$ cat config.mk
export PLATFORM = sky130hd
export DESIGN_NAME = spi_master_arb_flat
export DESIGN_NICKNAME = d
export VERILOG_FILES = /design/src/rtl/spi_master_arb_if.sv /design/src/rtl/spi_master_arb.sv /design/src/flat_wrapper.sv
export SDC_FILE = /design/constraint.sdc
export NUM_CORES = 1
export LEC_CHECK = 0
export CAP_MARGIN = 20
export CORE_MARGIN = 3
export CORE_UTILIZATION = 57
export DETAILED_ROUTE_END_ITERATION = 16
export PLACE_DENSITY = 0.86
export SLEW_MARGIN = 20
export SYNTH_ARGS = -nofsm -noshare
export SYNTH_HDL_FRONTEND = slang
export SYNTH_SLANG_ARGS = --single-unit
$ cat constraint.sdc
create_clock -name clk -period 2.4 [get_ports clk]
set_clock_uncertainty 0.1 [all_clocks]
set_input_delay 0.48 -clock clk [delete_from_list [all_inputs] [get_ports clk]]
set_output_delay 0.48 -clock clk [all_outputs]
set_load 0.1 [all_outputs]
$ cat src/rtl/spi_master_arb_if.sv
// Requester/SPI bundle for spi_master_arb.
// master modport: the arbiter/SPI master side; slave modport: requesters and SPI observer.
interface spi_master_arb_if #(
    parameter int DATA_W = 4
) ();
    logic              req0;
    logic [DATA_W-1:0] data0;
    logic              ack0;
    logic              req1;
    logic [DATA_W-1:0] data1;
    logic              ack1;
    logic              busy;
    logic              sclk;
    logic              ss;
    logic              mosi;

    modport master (
        input  req0, data0, req1, data1,
        output ack0, ack1, busy, sclk, ss, mosi
    );

    modport slave (
        output req0, data0, req1, data1,
        input  ack0, ack1, busy, sclk, ss, mosi
    );
endinterface

$ cat src/rtl/spi_master_arb.sv
// Two-requester SPI master: arbitrates req0/req1, latches the winning word and
// shifts it MSB first (sclk idles high, mosi changes on sclk falling edge).
// Optional macro FIXED_PRIO_EN: requester 0 always wins; round-robin pointer removed.
module spi_master_arb #(
    parameter int DATA_W  = 4,
    parameter int CLK_DIV = 5,
    parameter int GAP_CYC = 2
) (
    input logic          clk,
    input logic          rst_n,
    spi_master_arb_if.master bus
);
    localparam int CNT_MAX = (CLK_DIV > GAP_CYC) ? CLK_DIV : GAP_CYC;
    localparam int CNT_W   = $clog2(CNT_MAX + 1);
    localparam int BIT_W   = $clog2(DATA_W + 1);

    localparam logic [CNT_W-1:0] DIV_LAST = CNT_W'(CLK_DIV - 1);
    localparam logic [CNT_W-1:0] GAP_LAST = CNT_W'(GAP_CYC - 1);
    localparam logic [BIT_W-1:0] BIT_LAST = BIT_W'(DATA_W);

    typedef enum logic [2:0] {
        S_IDLE,
        S_SETUP,
        S_LOW,
        S_HIGH,
        S_GAP
    } state_t;

    state_t            state_q, state_d;
    logic [CNT_W-1:0]  cnt_q, cnt_d;
    logic [BIT_W-1:0]  bit_q, bit_d;
    logic [DATA_W-1:0] shreg_q, shreg_d;
    logic [DATA_W-1:0] sh_next;
    logic              sclk_q, sclk_d;
    logic              ss_q, ss_d;
    logic              mosi_q, mosi_d;
    logic              ack0_q, ack0_d;
    logic              ack1_q, ack1_d;
    logic              busy_q, busy_d;
    logic              grant1;

`ifdef FIXED_PRIO_EN
    // Requester 1 only wins when requester 0 is not asking.
    always_comb begin
        grant1 = bus.req1 & ~bus.req0;
    end
`else
    logic rr_q, rr_d;   // 0: favour requester 0, 1: favour requester 1

    // Round-robin pick; pointer only matters when both request.
    always_comb begin
        grant1 = bus.req1 & (~bus.req0 | rr_q);
    end

    // Round-robin pointer register.
    always_ff @(posedge clk or negedge rst_n) begin
        if (!rst_n) rr_q <= 1'b0;
        else        rr_q <= rr_d;
    end
`endif

    // State and registered outputs; reset aborts any frame with sclk/ss high.
    always_ff @(posedge clk or negedge rst_n) begin
        if (!rst_n) begin
            state_q <= S_IDLE;
            cnt_q   <= '0;
            bit_q   <= '0;
            shreg_q <= '0;
            sclk_q  <= 1'b1;
            ss_q    <= 1'b1;
            mosi_q  <= 1'b0;
            ack0_q  <= 1'b0;
            ack1_q  <= 1'b0;
            busy_q  <= 1'b0;
        end else begin
            state_q <= state_d;
            cnt_q   <= cnt_d;
            bit_q   <= bit_d;
            shreg_q <= shreg_d;
            sclk_q  <= sclk_d;
            ss_q    <= ss_d;
            mosi_q  <= mosi_d;
            ack0_q  <= ack0_d;
            ack1_q  <= ack1_d;
            busy_q  <= busy_d;
        end
    end

    // Next-state and next-output logic for the frame sequencer.
    always_comb begin
        state_d = state_q;
        cnt_d   = cnt_q;
        bit_d   = bit_q;
        shreg_d = shreg_q;
        sclk_d  = sclk_q;
        ss_d    = ss_q;
        mosi_d  = mosi_q;
        ack0_d  = 1'b0;
        ack1_d  = 1'b0;
        busy_d  = busy_q;
        sh_next = shreg_q << 1;
`ifndef FIXED_PRIO_EN
        rr_d    = rr_q;
`endif
        case (state_q)
            S_IDLE: begin
                if (bus.req0 | bus.req1) begin
                    shreg_d = grant1 ? bus.data1 : bus.data0;
                    ack1_d  = grant1;
                    ack0_d  = ~grant1;
                    ss_d    = 1'b0;
                    busy_d  = 1'b1;
                    cnt_d   = '0;
                    bit_d   = '0;
`ifndef FIXED_PRIO_EN
                    rr_d    = ~grant1;
`endif
                    state_d = S_SETUP;
                end
            end
            S_SETUP: begin
                if (cnt_q == DIV_LAST) begin
                    cnt_d   = '0;
                    sclk_d  = 1'b0;
                    mosi_d  = shreg_q[DATA_W-1];
                    bit_d   = BIT_W'(1);
                    state_d = S_LOW;
                end else begin
                    cnt_d = cnt_q + CNT_W'(1);
                end
            end
            S_LOW: begin
                if (cnt_q == DIV_LAST) begin
                    cnt_d   = '0;
                    sclk_d  = 1'b1;
                    state_d = S_HIGH;
                end else begin
                    cnt_d = cnt_q + CNT_W'(1);
                end
            end
            S_HIGH: begin
                if (cnt_q == DIV_LAST) begin
                    cnt_d = '0;
                    if (bit_q < BIT_LAST) begin
                        sclk_d  = 1'b0;
                        shreg_d = sh_next;
                        mosi_d  = sh_next[DATA_W-1];
                        bit_d   = bit_q + BIT_W'(1);
                        state_d = S_LOW;
                    end else begin
                        ss_d    = 1'b1;
                        mosi_d  = 1'b0;
                        state_d = S_GAP;
                    end
                end else begin
                    cnt_d = cnt_q + CNT_W'(1);
                end
            end
            S_GAP: begin
                if (cnt_q == GAP_LAST) begin
                    cnt_d   = '0;
                    busy_d  = 1'b0;
                    state_d = S_IDLE;
                end else begin
                    cnt_d = cnt_q + CNT_W'(1);
                end
            end
            default: begin
                state_d = S_IDLE;
            end
        endcase
    end

    assign bus.sclk = sclk_q;
    assign bus.ss   = ss_q;
    assign bus.mosi = mosi_q;
    assign bus.ack0 = ack0_q;
    assign bus.ack1 = ack1_q;
    assign bus.busy = busy_q;
endmodule

$ cat src/flat_wrapper.sv
// flat-port wrapper written by rule: the top's interface ports become plain ports
module spi_master_arb_flat 
#(
    parameter int DATA_W  = 4,
    parameter int CLK_DIV = 5,
    parameter int GAP_CYC = 2
)
  (clk, rst_n, bus_req0, bus_data0, bus_req1, bus_data1, bus_ack0, bus_ack1, bus_busy, bus_sclk, bus_ss, bus_mosi);
  spi_master_arb_if #(.DATA_W(DATA_W)) bus_i ();
  input logic clk;
  input logic rst_n;
  input wire logic [$bits(bus_i.req0)-1:0] bus_req0;
  input wire logic [$bits(bus_i.data0)-1:0] bus_data0;
  input wire logic [$bits(bus_i.req1)-1:0] bus_req1;
  input wire logic [$bits(bus_i.data1)-1:0] bus_data1;
  output wire logic [$bits(bus_i.ack0)-1:0] bus_ack0;
  output wire logic [$bits(bus_i.ack1)-1:0] bus_ack1;
  output wire logic [$bits(bus_i.busy)-1:0] bus_busy;
  output wire logic [$bits(bus_i.sclk)-1:0] bus_sclk;
  output wire logic [$bits(bus_i.ss)-1:0] bus_ss;
  output wire logic [$bits(bus_i.mosi)-1:0] bus_mosi;
  assign bus_i.req0 = bus_req0;
  assign bus_i.data0 = bus_data0;
  assign bus_i.req1 = bus_req1;
  assign bus_i.data1 = bus_data1;
  assign bus_ack0 = bus_i.ack0;
  assign bus_ack1 = bus_i.ack1;
  assign bus_busy = bus_i.busy;
  assign bus_sclk = bus_i.sclk;
  assign bus_ss = bus_i.ss;
  assign bus_mosi = bus_i.mosi;
  spi_master_arb #(.DATA_W(DATA_W), .CLK_DIV(CLK_DIV), .GAP_CYC(GAP_CYC)) u_core (.clk(clk), .rst_n(rst_n), .bus(bus_i));
endmodule
# Word-level counts from Yosys, hierarchy flattened

Index checks and enable logic that the tools add are counted.
W data, S select, Z words.

Output and inout bits: 6
Logic and storage cells: 89
Flip-flop bits (word level): 20
Input bits: 12

Bitwise gates (word level): 5
Magnitude comparators: 1
$add $sub $neg: 2
Eq/ne operators: 13
Reductions and logical operators: 17
Muxes and demuxes: 40

Operators with widths:

| operator              | number |
|---|---|
| $mux W3               | 12 |
| $pmux W3 S3           | 2 |
| $mux W1               | 16 |
| $mux W4               | 4 |
| $pmux W3 S5           | 1 |
| $reduce_and A5 Y1     | 3 |
| $ne A2 B1 Y1 const B  | 6 |
| $reduce_bool A3 Y1    | 3 |
| $pmux W4 S2           | 1 |
| $reduce_and A4 Y1     | 2 |
| $add A3 B1 Y3 const B | 2 |
| $eq A3 B1 Y1 const B  | 2 |
| $eq A3 B2 Y1 const B  | 2 |
| $eq A3 B3 Y1 const B  | 2 |
| $pmux W1 S2           | 3 |
| $reduce_and A3 Y1     | 2 |
| $reduce_bool A2 Y1    | 3 |
| $reduce_and A2 Y1     | 2 |
| $logic_not A3 Y1      | 1 |
| $lt A3 B3 Y1 const B  | 1 |
| $pmux W1 S3           | 1 |
| $reduce_or A3 Y1      | 1 |
| $ne A2 B2 Y1 const B  | 1 |
| $not A1 Y1            | 2 |
| other kinds (2)       | 3 |

# Logic depth before layout (Yosys ltp)

Depth in word-level cells: 6
Gate-level depth with buffers: 6
Depth with buffers taken out: 6

# Least setup slack after synthesis

OpenSTA, ideal clock, no wires.

Path type: register -> register
From: reg u_core.cnt_q[0]
To: reg u_core.shreg_q[1]
Setup time: 0.125 ns
Clock period less this slack: 1.632 ns
Arrival: 1.406 ns
Stages on the path, launching flop included: 7
Buffers on the path: 0
Required time: 2.175 ns
Slack: 0.768 ns
Path through: dfrtp_1 inv_1 ha_1 and3_2 nand2_2 a21oi_4 mux2_4

Word-level cells in the longest chain between the ends: 3

RTL lines:

| what                        | RTL line              | text |
|---|---|---|
| from (decl)                 | spi_master_arb.sv:30  | `logic [CNT_W-1:0] cnt_q, cnt_d;` |
| from (signal assigned)      | spi_master_arb.sv:77  | `cnt_q <= cnt_d;` |
| $eq A3 B3 Y1                | spi_master_arb.sv:142 | `if (cnt_q == DIV_LAST) begin` |
| $ne A2 B1 Y1 (no line)      | -                     |  |
| $reduce_and A4 Y1 (no line) | -                     |  |
| to (signal assigned)        | spi_master_arb.sv:79  | `shreg_q <= shreg_d;` |
| to (decl)                   | spi_master_arb.sv:32  | `logic [DATA_W-1:0] shreg_q, shreg_d;` |

No other way between the ends.
A chain may end at the register's enable or synchronous reset.

# Final worst setup path

From: reg u_core.cnt_q[0]
To: reg u_core.bit_q[1]

Word-level cells in the longest chain between the ends: 3
Elaborated cells on any way between the ends: 4
Classes of those cells: eq/ne: 3; reduce/logical: 1

RTL lines:

| what                          | RTL line                                     | text |
|---|---|---|
| $eq A3 B3 Y1 *                | spi_master_arb.sv:122, spi_master_arb.sv:142 |  |
| $ne A2 B1 Y1 (no line)        | -                                            |  |
| $reduce_and A5 Y1 (no line) * | -                                            |  |
| to (signal assigned)          | spi_master_arb.sv:78                         | `bit_q <= bit_d;` |
| to (decl)                     | spi_master_arb.sv:31                         | `logic [BIT_W-1:0] bit_q, bit_d;` |

Every way passes the cells marked *; elsewhere a longest branch is shown, timed or not.

==> qor.yml <==
rsz0062_at_grt: "no"
track_usage_pct: 19.8
tightest_slew_ns: 0.646
antennaDiodeCount: 0
total_power_uw: 1800
initialDrtViolationCount: 23
cts_resized: 0
portBuffers: 17
worstPathMaxFanout: 3
seq_area_frac_synth_pct: 41.9
min_to: "u_core.bus.ss"
wl_met2_mm: 1.07
start_util_pct: 64.6
powerDensity_mw_per_mm2: 1280
worstHoldStart: "u_core.bus.ss"
end_kind: "flop"
placedCellCount: 158
grt_pass1_wl_mm: 3.84
viasPerCell: 5.56
top_layer_used: "met4"
cts-root-buf: "clkbuf_4"
clock_latency_ns: 0.31
yosys_warnings: 0
arrival_ns: 1.86
min_path_type: "reg2reg"
cp.depth: 6
finalHoldViolCount: 0
max_stage_delay_ns: 0.41
grt_overflow_total: 0
cts_made_buffers: 3
grt_max_degree: 21
slew_violations: 0
vias: 900
max_freq_mhz: 571
avgSynthCellArea_um2: 10.1
r2r_cells: 6
min_period_ns: 1.75
slowest_stage: "dfrtp_1"
required_ns: 2.51
gp_congestion: 0.847
crit_chain: "inv_1, ha_1, and3_2, nand2_2, a21oi_2, mux2_2"
syn-cell-area_mm2: 0.00120
dr.pass1.iters: 4
fp.dieW_um: 51.9
finalSetupViolations: 0
wl_met1_mm: 1.04
finalCritPeriodShare_pct: 72.9
die_h_um: 51.9
dpl_cell_area_mm2: 0.00136
ys_ff_latch: 20
ios: 18
wl_met3_um: 92
ant_nets: 0
whs_path_depth: 1
cts_tree: "built"
design_area_mm2: 0.00141
r2r-end: "u_core.bit_q[1]"
core-area_mm2: 0.00186
max-vdd-ir-drop_mv: 1.07
fp.dieArea_mm2: 0.00269
holdBufCountCts: 0
cts_setup_buffers: 0
p_leak_uw: 0.000626
rrSetupSlack_ns: 0.65
synthCells: 119
cpLargestDelayFamily: "flip-flops"
fin_setup_tns_ns: 0
path_clk_slew_ns: 0.12
wirelength_mm: 2.25
antenna_found_initial: 0
drc: 0
final-instance-count-excl-fill: 162
syn_to_final_growth_pct: 17.3
timing.rr.start: "u_core.cnt_q[0]"
syn_nets: 136
yosysUniqueCellTypes: 43
path_class: "reg2reg"
dpl.hpwl_mm: 1.72
wl_per_cell_um: 13.9
clock_path_buffers: 2
rows: 15
cts.sinks: 20
fin_hold_ws_ns: 0.394
drive_gt1_share_pct: 19.0
slew-limit-headroom_pct: 57.0
status: "complete, no violations"
path_buf_inv: 1
final_nets: 155
grt_pass1_vias: 859
worstSetupStartpointType: "flop"
maxCapViolations: 0
h-tree-depth: 1
-- placed cells by master, fill, tap and decap left out, types with 2 or more instances in the layout --
cell,instances
mux2i_1,6
a21oi_1,9
nor2_1,6
ha_1,5
inv_1,10
clkdlybuf4s50_1,11
dfrtp_1,18
a31oi_1,2
nand2b_1,4
clkbuf_4,3
dfstp_2,2
nand2_1,7
a21boi_0,3
buf_4,8
nand3_1,2
o2bb2ai_1,3
o21ai_0,7
nor3b_1,2
o22ai_1,3
nand2_2,2
-- registers in the layout, indices dropped and copies added, names as in the netlist --
register         flops
u_core.bit_q         3
u_core.bus.ack0      1
u_core.bus.ack1      1
u_core.bus.busy      1
u_core.bus.mosi      1
u_core.bus.sclk      1
u_core.bus.ss        1
u_core.cnt_q         3
u_core.rr_q          1
u_core.shreg_q       4
u_core.state_q       3
-- layer usage --
metal | global-route usage (%) | vias to the layer above
li1 | - | 459
met1 | 24.9 | 412
met2 | 32.2 | 24
met3 | 3.44 | 5
met4 | 10.5 | 0
met5 | 0 | -
-- cell type report --
type                       count  area [µm²]
sequential                    20         503
clock buffer                   3        22.5
clock inverter                 1        30.0
fill                         126         450
tap                           25        31.3
multi-input combinational     84         613
timing repair buffer          19         170
inverter                      10        37.5
-- synth_stat cells --
master,count,share of area [%]
nor2_1,6,1.9
mux2i_1,6,5.0
o22ai_1,3,1.6
nor3b_1,2,1.3
nand2_1,7,2.2
ha_1,5,5.2
a21oi_4,1,1.4
o21a_1,1,0.63
a21boi_0,3,1.9
o21ai_0,7,2.9
and3_1,1,0.52
or2_2,1,0.52
a22oi_1,1,0.63
a211oi_1,1,0.63
and3_2,1,0.63
a2bb2oi_1,1,0.73
nand2_2,2,1.0
a21oi_2,1,0.73
a31oi_1,2,1.0
mux2_1,1,0.94
o21ai_1,1,0.42
nor3_4,1,1.4
or2_1,1,0.52
o2bb2ai_1,3,2.2
xnor2_1,1,0.73
buf_4,1,0.63
nor2b_1,1,0.52
nand2b_1,4,2.1
mux2_4,1,1.3
and2b_1,1,0.63
nand3_1,2,0.83
mux2_2,1,0.94
buf_6,3,2.8
dfrtp_1,18,38
nand3b_4,1,1.7
nor2_4,1,0.94
inv_1,10,3.1
dfstp_2,2,4.4
nor4_1,1,0.52
a21oi_1,9,3.8
a221oi_1,1,0.73
buf_2,1,0.42
o21ai_2,1,0.73
-- kinds of logic (layout without fill, tap and decap cells) --
kind of cell | after synthesis | count (layout) | synth area share, %
AOI/OAI and AO/OA | 36 | 36 | 19.9
and+or+nand+nor | 33 | 33 | 17.1
DFF | 20 | 20 | 41.9
buffers and inverters | 15 | 33 | 6.99
muxes | 9 | 9 | 8.13
adders and majority gates | 5 | 5 | 5.21
xor gates and xnor gates | 1 | 1 | 0.730
-- worst max-delay path by stage --
| stage | start | end | slack [ns] |
|---|---|---|---|
| floorplan | u_core.cnt_q[0] | u_core.shreg_q[1] | 0.77 |
| global placement | bus_req1 | u_core.bit_q[1] | 0.38 |
| detailed placement | bus_req0 | u_core.bit_q[1] | 0.32 |
| CTS | u_core.cnt_q[0] | u_core.bit_q[1] | 0.65 |
| global route | u_core.cnt_q[0] | u_core.bit_q[1] | 0.56 |
| finish | u_core.cnt_q[0] | u_core.bit_q[1] | 0.65 |
-- metrics by stage --
step	setup WS, ns	utilization, %
after floorplan	0.768	-
after global placement	0.377	72.9
after detailed placement	0.322	72.9
after CTS	0.646	75.8
after global routing	0.559	75.8
final	0.650	75.8
-- power by group --
group	internal (µW)	switching, µW	total [µW]
sequential	481	140	621
clock	169	104	273
combinational	359	542	901
Note: power is estimated with default switching activity, not from simulation.
